==> config.mk <==
export PLATFORM = sky130hd
export DESIGN_NAME = mips_ctrl_flat
export DESIGN_NICKNAME = d
export VERILOG_FILES = /design/src/rtl/mips_pkg.sv /design/src/rtl/mips_ctrl_if.sv /design/src/rtl/mips_ctrl_timeout.sv /design/src/rtl/mips_ctrl.sv /design/src/flat_wrapper.sv
export SDC_FILE = /design/constraint.sdc
export NUM_CORES = 1
export LEC_CHECK = 0
export ABC_CLOCK_PERIOD_IN_PS = 4800
export BUFFER_PORTS_ARGS = -buffer_cell sky130_fd_sc_hd__buf_2
export CAP_MARGIN = 40
export CORE_UTILIZATION = 50
export CTS_CLUSTER_SIZE = 10
export DETAILED_ROUTE_END_ITERATION = 6
export HOLD_SLACK_MARGIN = 0.03
export PLACE_DENSITY = 0.81
export SYNTH_ARGS = -nofsm -noshare
export SYNTH_HDL_FRONTEND = slang
export SYNTH_SLANG_ARGS = --single-unit
==> constraint.sdc <==
create_clock -name clk -period 4.8 [get_ports clk]
set_clock_uncertainty 0.1 [all_clocks]
set_input_delay 0.96 -clock clk [delete_from_list [all_inputs] [get_ports clk]]
set_output_delay 0.96 -clock clk [all_outputs]
set_load 0.02 [all_outputs]
==> src/rtl/mips_pkg.sv <==
// Shared definitions for the multi-cycle MIPS-style control path:
// state encoding, opcode constants, instruction field slices and the
// branch-offset sign extension helper.
package mips_pkg;

  // EX=3'b011 and RWB=3'b100 are consumed by the register file, so the
  // encoding is fixed.
  typedef enum logic [2:0] {
    S_IF   = 3'b000,
    S_ID   = 3'b001,
    S_MEM  = 3'b010,
    S_EX   = 3'b011,
    S_RWB  = 3'b100,
    S_HALT = 3'b101
  } state_t;

  localparam logic [3:0] OP_SW   = 4'd11;
  localparam logic [3:0] OP_BEQ  = 4'd12;
  localparam logic [3:0] OP_LW   = 4'd13;
  localparam logic [3:0] OP_LI   = 4'd14;
  localparam logic [3:0] OP_HALT = 4'd15;

  localparam int OPC_MSB = 15;
  localparam int OPC_LSB = 12;
  localparam int RD_MSB  = 11;
  localparam int RD_LSB  = 8;
  localparam int RA_MSB  = 7;
  localparam int RA_LSB  = 4;
  localparam int RB_MSB  = 3;
  localparam int RB_LSB  = 0;

  // Branch offsets are 4-bit two's complement, widened to the PC width.
  function automatic logic [7:0] sext_imm(input logic [3:0] imm);
    return {{4{imm[3]}}, imm};
  endfunction

endpackage

==> src/rtl/mips_ctrl_if.sv <==
// Bus between the control sequencer and the rest of the core: instruction
// fetch handshake, data memory handshake, register-file strobe and the
// decoded instruction fields. The sequencer takes the master side.
interface mips_ctrl_if;

  logic        fetch_req;
  logic        instr_valid;
  logic [15:0] instr;
  logic        alu_zero;
  logic        mem_ack;
  logic [2:0]  current_state;
  logic [3:0]  OPCODE;
  logic [3:0]  RD;
  logic [3:0]  RA;
  logic [3:0]  RB;
  logic [7:0]  pc;
  logic        mem_req;
  logic        mem_we;
  logic        rf_we;
  logic        halted;
  logic        err;

  modport master (
    input  instr_valid, instr, alu_zero, mem_ack,
    output fetch_req, current_state, OPCODE, RD, RA, RB, pc,
           mem_req, mem_we, rf_we, halted, err
  );

  modport slave (
    output instr_valid, instr, alu_zero, mem_ack,
    input  fetch_req, current_state, OPCODE, RD, RA, RB, pc,
           mem_req, mem_we, rf_we, halted, err
  );

endinterface

==> src/rtl/mips_ctrl_timeout.sv <==
// MEM-state wait counter. Counts MEM cycles without an acknowledge and
// flags the cycle on which the wait limit is reached with still no ack,
// so an ack arriving on the limit cycle completes the access normally.
module mips_ctrl_timeout
  import mips_pkg::*;
#(
  parameter int TIMEOUT = 15
) (
  input  logic clk,
  input  logic reset,
  input  logic in_mem,
  input  logic mem_ack,
  output logic expired
);

  logic [3:0] wait_cnt;

  // Held at zero outside MEM so every MEM entry starts from a clean count.
  always_ff @(posedge clk or posedge reset) begin
    if (reset)
      wait_cnt <= 4'd0;
    else if (!in_mem)
      wait_cnt <= 4'd0;
    else if (!mem_ack)
      wait_cnt <= wait_cnt + 4'd1;
  end

  assign expired = in_mem && !mem_ack && (wait_cnt == 4'(TIMEOUT - 1));

endmodule

==> src/rtl/mips_ctrl.sv <==
// Multi-cycle control sequencer: IF -> ID -> EX -> (MEM) -> (RWB).
// Optional feature: define MEM_TIMEOUT_EN to abort a MEM wait after
// TIMEOUT cycles, setting the sticky err flag and halting.
module mips_ctrl
  import mips_pkg::*;
#(
  parameter int TIMEOUT = 15
) (
  input  logic        clk,
  input  logic        reset,
  mips_ctrl_if.master bus
);

  state_t      state;
  logic [15:0] ir;
  logic [7:0]  pc;
  logic [3:0]  opcode;
  logic        mem_expired;

  assign opcode = ir[OPC_MSB:OPC_LSB];

`ifdef MEM_TIMEOUT_EN
  logic err_q;

  mips_ctrl_timeout #(.TIMEOUT(TIMEOUT)) u_timeout (
    .clk     (clk),
    .reset   (reset),
    .in_mem  (state == S_MEM),
    .mem_ack (bus.mem_ack),
    .expired (mem_expired)
  );

  // Sticky timeout flag; only reset clears it.
  always_ff @(posedge clk or posedge reset) begin
    if (reset)
      err_q <= 1'b0;
    else if (mem_expired)
      err_q <= 1'b1;
  end

  assign bus.err = err_q;
`else
  logic unused_timeout;

  // The wait limit has no meaning without the counter.
  assign unused_timeout = (TIMEOUT != 0);
  assign mem_expired    = 1'b0;
  assign bus.err        = 1'b0;
`endif

  // Main sequencer: state, instruction register and program counter.
  always_ff @(posedge clk or posedge reset) begin
    if (reset) begin
      state <= S_IF;
      ir    <= 16'd0;
      pc    <= 8'd0;
    end else begin
      case (state)
        S_IF: begin
          if (bus.instr_valid) begin
            ir    <= bus.instr;
            pc    <= pc + 8'd1;
            state <= S_ID;
          end
        end
        S_ID: state <= S_EX;
        S_EX: begin
          case (opcode)
            OP_SW, OP_LW: state <= S_MEM;
            OP_BEQ: begin
              if (bus.alu_zero)
                pc <= pc + sext_imm(ir[RB_MSB:RB_LSB]);
              state <= S_IF;
            end
            OP_HALT: state <= S_HALT;
            default: state <= S_RWB;
          endcase
        end
        S_MEM: begin
          if (bus.mem_ack)
            state <= (opcode == OP_SW) ? S_IF : S_RWB;
          else if (mem_expired)
            state <= S_HALT;
        end
        S_RWB:   state <= S_IF;
        S_HALT:  state <= S_HALT;
        default: state <= S_IF;
      endcase
    end
  end

  assign bus.fetch_req     = (state == S_IF);
  assign bus.mem_req       = (state == S_MEM);
  assign bus.mem_we        = (state == S_MEM) && (opcode == OP_SW);
  assign bus.rf_we         = (state == S_RWB);
  assign bus.halted        = (state == S_HALT);
  assign bus.current_state = state;
  assign bus.pc            = pc;
  assign bus.OPCODE        = ir[OPC_MSB:OPC_LSB];
  assign bus.RD            = ir[RD_MSB:RD_LSB];
  assign bus.RA            = ir[RA_MSB:RA_LSB];
  assign bus.RB            = ir[RB_MSB:RB_LSB];

endmodule

==> src/flat_wrapper.sv <==
// flat-port wrapper written by rule: the top's interface ports become plain ports
module mips_ctrl_flat import mips_pkg::*;
#(
  parameter int TIMEOUT = 15
)
  (clk, reset, bus_instr_valid, bus_instr, bus_alu_zero, bus_mem_ack, bus_fetch_req, bus_current_state, bus_OPCODE, bus_RD, bus_RA, bus_RB, bus_pc, bus_mem_req, bus_mem_we, bus_rf_we, bus_halted, bus_err);
  mips_ctrl_if bus_i ();
  input  logic clk;
  input  logic reset;
  input wire logic [$bits(bus_i.instr_valid)-1:0] bus_instr_valid;
  input wire logic [$bits(bus_i.instr)-1:0] bus_instr;
  input wire logic [$bits(bus_i.alu_zero)-1:0] bus_alu_zero;
  input wire logic [$bits(bus_i.mem_ack)-1:0] bus_mem_ack;
  output wire logic [$bits(bus_i.fetch_req)-1:0] bus_fetch_req;
  output wire logic [$bits(bus_i.current_state)-1:0] bus_current_state;
  output wire logic [$bits(bus_i.OPCODE)-1:0] bus_OPCODE;
  output wire logic [$bits(bus_i.RD)-1:0] bus_RD;
  output wire logic [$bits(bus_i.RA)-1:0] bus_RA;
  output wire logic [$bits(bus_i.RB)-1:0] bus_RB;
  output wire logic [$bits(bus_i.pc)-1:0] bus_pc;
  output wire logic [$bits(bus_i.mem_req)-1:0] bus_mem_req;
  output wire logic [$bits(bus_i.mem_we)-1:0] bus_mem_we;
  output wire logic [$bits(bus_i.rf_we)-1:0] bus_rf_we;
  output wire logic [$bits(bus_i.halted)-1:0] bus_halted;
  output wire logic [$bits(bus_i.err)-1:0] bus_err;
  assign bus_i.instr_valid = bus_instr_valid;
  assign bus_i.instr = bus_instr;
  assign bus_i.alu_zero = bus_alu_zero;
  assign bus_i.mem_ack = bus_mem_ack;
  assign bus_fetch_req = bus_i.fetch_req;
  assign bus_current_state = bus_i.current_state;
  assign bus_OPCODE = bus_i.OPCODE;
  assign bus_RD = bus_i.RD;
  assign bus_RA = bus_i.RA;
  assign bus_RB = bus_i.RB;
  assign bus_pc = bus_i.pc;
  assign bus_mem_req = bus_i.mem_req;
  assign bus_mem_we = bus_i.mem_we;
  assign bus_rf_we = bus_i.rf_we;
  assign bus_halted = bus_i.halted;
  assign bus_err = bus_i.err;
  mips_ctrl #(.TIMEOUT(TIMEOUT)) u_core (.clk(clk), .reset(reset), .bus(bus_i));
endmodule
Yosys cells after proc, flatten, opt, wreduce, memory -nomap -nowiden

Cells that the tools add are included.

Register bits: 27
Bits of input ports: 21
Output and inout bits: 33
Word-level logic and storage cells: 34

$add $sub $neg: 2
Equality and inequality tests: 13
Muxes and demuxes: 9
Reductions and logical operators: 7

Operator list:

| kind                                                            | number |
|---|---|
| 8-bit two-way mux                                               | 3 |
| 4-bit == test, second input constant                            | 4 |
| 8-bit one-hot mux with 2 select lines                           | 1 |
| 3-bit one-hot mux with 5 select lines                           | 1 |
| 3-bit two-way mux                                               | 3 |
| 3-bit one-hot mux with 3 select lines                           | 1 |
| 8-bit by 1-bit adder with 8-bit output, second input constant   | 1 |
| 8-bit adder                                                     | 1 |
| 3-bit by 2-bit == test with 1-bit output, second input constant | 2 |
| 3-bit == test, second input constant                            | 2 |
| 2-bit != test, second input constant                            | 3 |
| 2-bit AND reduction                                             | 2 |
| 4-bit AND reduction                                             | 1 |
| 3-bit by 1-bit == test with 1-bit output, second input constant | 1 |
| 3-bit logical NOT                                               | 1 |
| 2-bit by 1-bit != test with 1-bit output, second input constant | 1 |
| 2-bit nonzero test                                              | 1 |
| 2-bit OR reduction                                              | 1 |
| 1-bit logical AND                                               | 1 |

Logic depth before layout (Yosys ltp)

Word-level depth: 4
Depth in mapped cells: 11
Mapped depth without buffers: 10

Worst setup path before layout

OpenSTA, ideal clock, no wires.

Path type: flip-flop to output port
Start: reg u_core.state[1], in the netlist u_core.bus.current_state[1]
End: out bus_mem_we
Arrival: 1.720 ns
Required time: 3.740 ns
Setup slack: 2.020 ns
Stages on the path, launching flop included: 4
Buffers on the path: 1
Cell sequence: dfrtp_1 > clkbuf_1 > nand2_1 > nor4b_1

Cells in the longest elaborated chain, start to end: 2

Ends and longest elaborated chain:

| element                                  | line               | text |
|---|---|---|
| start: declaration                       | mips_ctrl.sv:14    | `state_t state;` |
| start signal: assignment                 | mips_ctrl.sv:81    | `state <= (opcode == OP_SW) ? S_IF : S_RWB;` |
| 3-bit by 2-bit == test with 1-bit output | mips_ctrl.sv:94    | `assign bus.mem_we = (state == S_MEM) && (opcode == OP_SW);` |
| 1-bit logical AND                        | mips_ctrl.sv:94    |  |
| end: declaration                         | flat_wrapper.sv:22 | `output wire logic [$bits(bus_i.mem_we)-1:0] bus_mem_we;` |

No other way between the ends.

Final worst setup path

Start: reg u_core.state[0], in the netlist u_core.bus.current_state[0]
End: out bus_mem_we

The elaborated chain is that of the path after synthesis.

==> run metrics <==
outcome=complete, no violations; GRT met3 Usage=0.03981; Net Count, Synth=150; Gate Count Post-Synth=125; Top FF cell, synth=dfrtp_1; gr busiest metal=met2; htree depth=1; Comb power frac=0.050; DRT Pass-1 Iters=4; # DRC=0; Max VDD drop=181.7 uV; #FFs+latches synth=27; Int Power=about 0.00027 W; initial antenna violation count=0; Longest Clk Path Bufs=2; die height=55.41 um; fin crit period=2714 ps; commonest non-fill, non-tap cell in the layout=buf_2; PwrDens=between 150 and 200 nW/um^2; Reg power frac=0.671; Max-Slew Margin vs Limit=0.4572; Die Area=roughly 3100 um^2; leakage=about 1 nW; maximum capacitance violations=0; area grow syn2layout=21.93%; switching pwr=about 0.00007 W; GR met2 Demand/Resource=0.3408; number of core rows=19; Post-DP HPWL=between 2000 and 2500 um; first-pass GRT wire length=4554 um; synth unique cells=40; global route total overflow=0; mapped cell area=1426 um^2; asr flop ratio synth=1.000; Final setup viols=0; I/O Pins=54; crit path capture type=output port; CTS Buf Count=3; fin util=0.6362; Starting Density=0.5217; Syn Area/Cell=about 11 um^2; WL final=between 2000 and 3000 um; chip width=55.41 um; fin nets=around 200; Critical Path Fanout Max=12; CP arrival=1650 ps; RSZ-0062 raised after global routing=no; number of post-CTS setup repair buffers=0; Final Power=around 0.00034 W; DRT iter0 DRCs=21; global-route met1 utilization=0.2195; ant diodes=0; Routed Antenna Nets=0; Via density=between 5 and 6; CTS Root Cell=clkbuf_4; yosys warns=0; number of flops mapped to enable cells by yosys=0; via count of the first global-routing pass=1,057; Hold Path Class=reg -> reg; Fmax achieved=368.5 MHz; endpoints failing hold=0; share of cells above drive strength 1=0.4432; hold bufs inserted after CTS=0; Setup TNS Final=0 ps; Core Region=2734 um^2; Final Cycle Share=0.5654; largest net degree at the start of global routing=19; worst skew pair latency=between 300 and 400 ps; DR vias=~1,100; CTS tree=done; Clock transition at path regs=130 ps; final slew viol count=0; commonest non-fill, non-tap cells in the layout=buf_2 (52), dfrtp_1 (27), mux2_2 (17); type of the worst setup path=reg -> out; Routability Congestion=0.7703; WP data required=roughly 3700 ps; CTS Sinks=27; CP Launch Type=flop; r2r worst-path depth=9; hold path depth=1; Sw Ratio=0.2076; Least-Margin Pin Slew=814.1 ps; number of port buffers=between 50 and 60; Clock power frac=0.279; PostCTS Resize Cnt=0; Tot GR Track Use=0.1899; sequential area share after synthesis=0.4737; wire per inst=12.82 um
## Yosys cell counts (2+ instances only)
| master | instances | area (um^2) |
|---|---|---|
| nor2_1 | 6 | 22.52 |
| o21ai_1 | 4 | 20.02 |
| o21ai_0 | 3 | 15.01 |
| nor3_1 | 3 | 15.01 |
| buf_4 | 2 | 15.01 |
| nand3_1 | 2 | 10.01 |
| dfrtp_1 | 27 | 675.7 |
| buf_2 | 2 | 10.01 |
| inv_1 | 8 | 30.03 |
| xnor2_1 | 6 | 52.55 |
| ha_1 | 3 | 37.54 |
| mux2_2 | 17 | 191.4 |
| nor4b_1 | 2 | 17.52 |
| nand2_1 | 8 | 30.03 |
| nor2b_1 | 4 | 25.02 |
| a21oi_1 | 3 | 15.01 |
| and2_1 | 2 | 12.51 |
## metrics by stage
step,hold slack [ps],setup WS [ps],cell area [um^2],cells
6_report,385.8,2086,1739,207
5_1_grt,423.8,1907,1739,207
4_1_cts,398.1,2070,1739,207
3_5_place_dp,379.6,2015,1713,203
3_3_place_gp,360.0,2066,1685,202
2_1_floorplan,483.0,2020,1426,125
## final timing paths
check | end | startpoint | slack [ps]
worst max-delay path | bus_mem_we | u_core.bus.current_state[0] | 2090
worst min-delay path | u_core.bus.pc[7] | u_core.bus.pc[7] | 390
worst max register to register | u_core.bus.pc[5] | u_core.bus.current_state[1] | 2110
worst min register to register | u_core.bus.pc[7] | u_core.bus.pc[7] | 390
max in group asynchronous | u_core.bus.pc[2] | reset | 3580
min in group asynchronous | u_core.bus.pc[3] | reset | 560
## power by group through the flow
stage               clock network (W)  registers (W)   logic (W)
floorplan                           0       0.000232  0.00000585
detailed placement                  0       0.000232   0.0000173
global route                 0.000109       0.000228   0.0000195
finish                      0.0000944       0.000227   0.0000169
CTS                         0.0000991       0.000228   0.0000173
global placement                    0       0.000232   0.0000140
## area by class of cell
cell class / instances / area [um^2]
clock buffers: 4 / 26.28
fillers: 224 / 994.7
inverters: 8 / 30.03
multi-input cells: 84 / 680.7
flip-flops and latches: 27 / 675.6
well taps: 31 / 38.79
repair buffers: 53 / 287.8
## worst max-delay path, cell delays in order (launching register included)
cell and delay [ps]:
dfrtp_1 550, nor2_1 180, nand2_1 110, nor4b_1 290, buf_2 210
## sequential cells by signal, indices dropped and copies added (netlist names)
signal                    cells
u_core.bus.current_state      3
u_core.ir                    16
u_core.bus.pc                 8
## kinds of logic (layout without fill, tap and decap cells)
logic type	Yosys count	in the layout	synth area share
compound gates	20	20	0.1026
xor+xnor	7	7	0.04298
fa+ha+maj	4	4	0.04035
buf+inv	14	65	0.04912
flops	27	27	0.4737
mux	17	17	0.1342
other cells	1	1	0.002629
simple gates	35	35	0.1544
## per-layer routing
layer	share of wire	wire length [um]
met3	0.061	163
met4	0.015	40
met2	0.50	1320
met5	0	0
met1	0.43	1129
Note: power is estimated with default switching activity, not from simulation.
